===== config.mk =====
export PLATFORM = sky130hd
export DESIGN_NAME = uart_tx_fifo_flat
export DESIGN_NICKNAME = d
export VERILOG_FILES = /design/src/rtl/uart_tx_fifo_if.sv /design/src/rtl/uart_tx_fifo.sv /design/src/flat_wrapper.sv
export SDC_FILE = /design/constraint.sdc
export NUM_CORES = 1
export LEC_CHECK = 0
export ABC_AREA = 1
export ABC_CLOCK_PERIOD_IN_PS = 2950
export CORE_MARGIN = 3
export CORE_UTILIZATION = 30
export CTS_CLUSTER_DIAMETER = 60
export DETAILED_ROUTE_END_ITERATION = 6
export PLACE_DENSITY_LB_ADDON = 0.3
export SETUP_SLACK_MARGIN = 0.15
export SLEW_MARGIN = 5
export SYNTH_ARGS = -nofsm -noshare
export SYNTH_HDL_FRONTEND = slang
export SYNTH_SLANG_ARGS = --single-unit

===== constraint.sdc =====
create_clock -name CLK -period 2.95 [get_ports CLK]
set_input_delay 0.59 -clock CLK [delete_from_list [all_inputs] [get_ports CLK]]
set_output_delay 0.59 -clock CLK [all_outputs]
set_load 0.01 [all_outputs]

===== src/rtl/uart_tx_fifo_if.sv =====
// Byte-write / serial-line bundle for uart_tx_fifo.
// The master side supplies DIN/WE and watches the status signals;
// the slave side (the transmitter) drives the line and the status signals.
interface uart_tx_fifo_if #(
  parameter int WDATA = 8,
  parameter int DEPTH = 4
);
  logic [WDATA-1:0]             DIN;
  logic                         WE;
  logic                         RDY;
  logic                         TXD;
  logic                         BUSY;
  logic [$clog2(DEPTH+1)-1:0]   LEVEL;
  logic                         OVF;

  modport master (output DIN, WE, input RDY, TXD, BUSY, LEVEL, OVF);
  modport slave  (input DIN, WE, output RDY, TXD, BUSY, LEVEL, OVF);
endinterface


===== src/rtl/uart_tx_fifo.sv =====
// UART transmitter with a small write FIFO in front of it.
// Frames are START, WDATA bits LSB first, optional parity, WSTOP stop bits,
// every bit held for NTICKS = FCLK/BAUDS clock cycles. Queued bytes are sent
// back to back with no idle gap between frames.
module uart_tx_fifo #(
  parameter int FCLK   = 12000000,
  parameter int BAUDS  = 115200,
  parameter int WDATA  = 8,
  parameter int WSTOP  = 1,
  parameter int PARITY = 0,
  parameter int DEPTH  = 4
) (
  input logic        CLK,
  input logic        RST,
  uart_tx_fifo_if.slave bus
);
  localparam int NTICKS = FCLK / BAUDS;
  localparam int AW     = $clog2(DEPTH);
  localparam int LW     = $clog2(DEPTH + 1);
  localparam int TW     = $clog2(WSTOP * NTICKS + 1);
  localparam int BW     = $clog2(WDATA);
  localparam logic [TW-1:0] BIT_RELOAD  = TW'(NTICKS - 1);
  localparam logic [TW-1:0] STOP_RELOAD = TW'(WSTOP * NTICKS - 1);

  typedef enum logic [2:0] {IDLE, START, DATA, PAR, STOP} state_t;

  state_t            state, state_next;
  logic [WDATA-1:0]  mem [DEPTH];
  logic [AW-1:0]     wr_ptr, rd_ptr;
  logic [LW-1:0]     level;
  logic              ovf;
  logic [WDATA-1:0]  shift, shift_next;
  logic [TW-1:0]     tick, tick_next;
  logic [BW-1:0]     bit_cnt, bit_next;
  logic              par_bit, par_next;
  logic              txd, txd_next;
  logic              rdy, push, pop, non_empty;
  logic [WDATA-1:0]  head;

  assign rdy       = (level != LW'(DEPTH));
  assign push      = bus.WE && rdy;
  assign non_empty = (level != '0);
  assign head      = mem[rd_ptr];

  assign bus.RDY   = rdy;
  assign bus.TXD   = txd;
  assign bus.BUSY  = (state != IDLE);
  assign bus.LEVEL = level;
  assign bus.OVF   = ovf;

  // FIFO storage: written on an accepted push, never cleared.
  always_ff @(posedge CLK) begin
    if (push && !RST) mem[wr_ptr] <= bus.DIN;
  end

  // FIFO pointers and exact occupancy; pointers wrap naturally at DEPTH.
  always_ff @(posedge CLK or posedge RST) begin
    if (RST) begin
      wr_ptr <= '0;
      rd_ptr <= '0;
      level  <= '0;
    end else begin
      if (push) wr_ptr <= wr_ptr + AW'(1);
      if (pop)  rd_ptr <= rd_ptr + AW'(1);
      if (push && !pop)      level <= level + LW'(1);
      else if (pop && !push) level <= level - LW'(1);
    end
  end

  // Sticky overflow flag: a write was attempted while the FIFO was full.
  always_ff @(posedge CLK or posedge RST) begin
    if (RST)              ovf <= 1'b0;
    else if (bus.WE && !rdy) ovf <= 1'b1;
  end

  // Transmitter state, bit timer, shift register and the registered line.
  always_ff @(posedge CLK or posedge RST) begin
    if (RST) begin
      state   <= IDLE;
      tick    <= BIT_RELOAD;
      bit_cnt <= '0;
      shift   <= '0;
      par_bit <= 1'b0;
      txd     <= 1'b1;
    end else begin
      state   <= state_next;
      tick    <= tick_next;
      bit_cnt <= bit_next;
      shift   <= shift_next;
      par_bit <= par_next;
      txd     <= txd_next;
    end
  end

  // Next-state logic: pops load the shift register, bit boundaries reload the timer.
  always_comb begin
    state_next = state;
    tick_next  = tick;
    bit_next   = bit_cnt;
    shift_next = shift;
    par_next   = par_bit;
    txd_next   = txd;
    pop        = 1'b0;
    if (state == IDLE) begin
      if (non_empty) begin
        pop        = 1'b1;
        shift_next = head;
        par_next   = (PARITY == 1) ? ~(^head) : (^head);
        txd_next   = 1'b0;
        tick_next  = BIT_RELOAD;
        state_next = START;
      end
    end else if (tick != '0) begin
      tick_next = tick - TW'(1);
    end else begin
      case (state)
        START: begin
          txd_next   = shift[0];
          shift_next = shift >> 1;
          bit_next   = '0;
          tick_next  = BIT_RELOAD;
          state_next = DATA;
        end
        DATA: begin
          if (bit_cnt == BW'(WDATA - 1)) begin
            if (PARITY != 0) begin
              txd_next   = par_bit;
              tick_next  = BIT_RELOAD;
              state_next = PAR;
            end else begin
              txd_next   = 1'b1;
              tick_next  = STOP_RELOAD;
              state_next = STOP;
            end
          end else begin
            txd_next   = shift[0];
            shift_next = shift >> 1;
            bit_next   = bit_cnt + BW'(1);
            tick_next  = BIT_RELOAD;
          end
        end
        PAR: begin
          txd_next   = 1'b1;
          tick_next  = STOP_RELOAD;
          state_next = STOP;
        end
        STOP: begin
          if (non_empty) begin
            pop        = 1'b1;
            shift_next = head;
            par_next   = (PARITY == 1) ? ~(^head) : (^head);
            txd_next   = 1'b0;
            tick_next  = BIT_RELOAD;
            state_next = START;
          end else begin
            txd_next   = 1'b1;
            state_next = IDLE;
          end
        end
        default: begin
          txd_next   = 1'b1;
          state_next = IDLE;
        end
      endcase
    end
  end
endmodule


===== src/flat_wrapper.sv =====
// flat-port wrapper written by rule: the top's interface ports become plain ports
module uart_tx_fifo_flat 
#(
  parameter int FCLK   = 12000000,
  parameter int BAUDS  = 115200,
  parameter int WDATA  = 8,
  parameter int WSTOP  = 1,
  parameter int PARITY = 0,
  parameter int DEPTH  = 4
)
  (CLK, RST, bus_DIN, bus_WE, bus_RDY, bus_TXD, bus_BUSY, bus_LEVEL, bus_OVF);
  uart_tx_fifo_if #(.WDATA(WDATA), .DEPTH(DEPTH)) bus_i ();
  input logic CLK;
  input logic RST;
  input wire logic [$bits(bus_i.DIN)-1:0] bus_DIN;
  input wire logic [$bits(bus_i.WE)-1:0] bus_WE;
  output wire logic [$bits(bus_i.RDY)-1:0] bus_RDY;
  output wire logic [$bits(bus_i.TXD)-1:0] bus_TXD;
  output wire logic [$bits(bus_i.BUSY)-1:0] bus_BUSY;
  output wire logic [$bits(bus_i.LEVEL)-1:0] bus_LEVEL;
  output wire logic [$bits(bus_i.OVF)-1:0] bus_OVF;
  assign bus_i.DIN = bus_DIN;
  assign bus_i.WE = bus_WE;
  assign bus_RDY = bus_i.RDY;
  assign bus_TXD = bus_i.TXD;
  assign bus_BUSY = bus_i.BUSY;
  assign bus_LEVEL = bus_i.LEVEL;
  assign bus_OVF = bus_i.OVF;
  uart_tx_fifo #(.FCLK(FCLK), .BAUDS(BAUDS), .WDATA(WDATA), .WSTOP(WSTOP), .PARITY(PARITY), .DEPTH(DEPTH)) u_core (.CLK(CLK), .RST(RST), .bus(bus_i));
endmodule

==> results_dict.tcl <==
set metrics [dict create \
    clk_pin_slew_worst_paths_ns 0.07 \
    grt_pass1_wl_mm 10.87 \
    cp.required_ns 3.17 \
    setup_viol 0 \
    clkSinkCount 62 \
    max_freq_mhz 415.0 \
    synth_top_area_cell "edfxtp_1" \
    antenna_cells 0 \
    first_iter_violations 102 \
    clock_latency_ns 0.34 \
    critPathTopFamily "adder cells" \
    multiInputGateArea_um2 1165 \
    io_pins 18 \
    root_buffer "clkbuf_8" \
    crit_chain "inv_1, ha_1, inv_1, nor2_1, nand3_4, nand2_8, nand2_4, ha_1, inv_1, fa_1, mux2_2" \
    portBuffers 17 \
    synth_seq_cells 62 \
    fin_util_pct 37.42 \
    vias_per_cell 4.267 \
    syn_avg_cell_area_um2 8.838 \
    drc 0 \
    synth_cell_types 40 \
    crit_path_max_fanout 7 \
    dp.final_hpwl_mm 4.207 \
    dp_cells 509 \
    hold_viol 0 \
    wl_mm 6.105 \
    cts_resized 0 \
    die_h_um 109.0 \
    period_needed_ns 2.410 \
    crit_buf_inv 3 \
    seq_area_um2 1719 \
    final_antenna_net_count 0 \
    critPathKind "reg2reg" \
    cpMostUsedCell "inv_1" \
    fin_crit_sh_pct 81.68 \
    nets 407 \
    vias 2240 \
    wire_per_inst_um 11.63 \
    netlist_area_um2 3182 \
    slowest_delay_ns 0.43 \
    dr.pass1.iters 4 \
    layout_setup_ws_ns 0.5403 \
    yosys_warnings 0 \
    finalNonFillerCells 525 \
    track_usage_pct 11.93 \
    crit_path_start_kind "register" \
    fillerInstances 991 \
    grt_pass1_vias 2295 \
    area_delta_synth_final_pct 18.13 \
    post-cts-setup-buffers 0 \
    rsz0062_at_grt "false" \
    drive_above_1_share_pct 13.52 \
    leakage_nw 1.799 \
    fin_worst_skew_ns 0.006915 \
    seq_area_frac_synth_pct 54.03 \
    critical_path.slowest_cell "fa_1" \
    status "finished, final reports clean" \
    post-place-ws_ns 0.5445 \
    syn_nets 380 \
    layout_common_cells "nand2_1, inv_1, edfxtp_1, nand3_1, dfrtp_1" \
    antenna_found_initial 0 \
    die_x_um 109.0 \
    grt_remaining_overflow 0 \
    cp-end-kind "register" \
    arrival_ns 2.63 \
    maxSlewViolCount 0 \
    vdd_drop_max_v 0.0003493 \
    fp-row-count 36 \
    tightest_slew_ns 0.5750 \
    fin_setup_tns_ns 0 \
    maxCapViolations 0 \
    power.density_nw_per_um2 623.3 \
    start_util_pct 31.68 \
    grt_max_degree 31 \
    slew_headroom_pct 61.66 \
    cts_tree "built" \
    cts_buffers 9 \
    htreeDepth 3 \
    layout_commonest_cell "nand2_1" \
    yosysTopAreaCellShare_pct 30.20 \
    hp-class "reg2reg" \
    synth_cells 360 \
    core-area_um2 10040 \
    synth.area.top_cells "edfxtp_1, dfrtp_1, nand2_1, inv_1, dfstp_2" \
    clock_path_buffers 2 \
    dieArea_um2 11880 \
    hold_buffers 0 \
    gp_congestion 0.8129 \
]
## flip-flops by register name, summed over array words and instances (netlist names)
register          flops
u_core.bus.LEVEL      3
u_core.state          3
u_core.shift          8
u_core.bus.OVF        1
u_core.bus.TXD        1
u_core.wr_ptr         2
u_core.bit_cnt        3
u_core.rd_ptr         2
u_core.tick           7
u_core.mem           32
## power breakdown
group,internal [mW],leakage [nW],switching (mW),total [mW]
sequential,1.01,0.638,0.0593,1.06
clock,0.560,0.114,0.334,0.893
combinational,0.172,1.05,0.212,0.385
## synthesized netlist by cell type, drive strengths merged
cell    instances
nand2         121
inv            67
edfxtp         32
nand3          30
nor2           27
dfrtp          24
o21ai          18
ha              8
dfstp           6
buf             5
a21oi           3
xor2            3
nand4           2
or2             2
xnor2           2
a21boi          1
a31o            1
clkbuf          1
clkinv          1
fa              1
mux2            1
nand3b          1
nor3            1
o211ai          1
o22ai           1
## per-layer routing
layer / vias to the layer above / global-route usage [%] / wire length (um)
met5: - / 0 / 0
met4: 0 / 6.492 / 175
met3: 11 / 2.546 / 129
met2: 26 / 18.29 / 2823
met1: 1027 / 15.69 / 2976
li1: 1176 / - / -
## path summary, 6_finish.rpt
kind	start	endpoint	slack [ns]	depth (start not counted)
setup / recovery	u_core.tick[0]	u_core.bus.LEVEL[1]	0.54	11
hold / removal	u_core.bus.OVF	u_core.bus.OVF	0.49	1
max in group asynchronous	RST	u_core.tick[5]	1.93	3
setup reg to reg	u_core.tick[0]	u_core.bus.LEVEL[1]	0.54	11
hold reg to reg	u_core.bus.OVF	u_core.bus.OVF	0.49	1
min in group asynchronous	RST	u_core.bit_cnt[0]	0.71	3
## area by class of cell
class,count,share of cell area [%]
Multi-Input combinational cell,224,30.99
Clock inverter,6,2.929
Clock buffer,10,3.395
Tap cell,133,4.427
Sequential cell,62,45.74
Inverter,68,6.991
Timing Repair Buffer,22,5.526
## cell families after synthesis
group           after synthesis  synth area share (%)
simple gates                184                 26.74
mux                           1                0.3539
flops                        62                 54.03
fa+ha+maj                     9                 3.775
xor+xnor                      5                 1.377
buf+inv                      74                 9.359
compound gates               25                 4.365
## through the flow
stage	total power, mW	instance area, um2	hold WS (ns)
6_report	2.343	3759	0.4852
5_1_grt	2.472	3759	0.5143
3_5_place_dp	1.472	3521	0.4647
2_1_floorplan	1.305	3182	0.4345
3_3_place_gp	1.461	3521	0.4591
4_1_cts	2.373	3759	0.4810
Note: power is estimated with default switching activity, not from simulation.
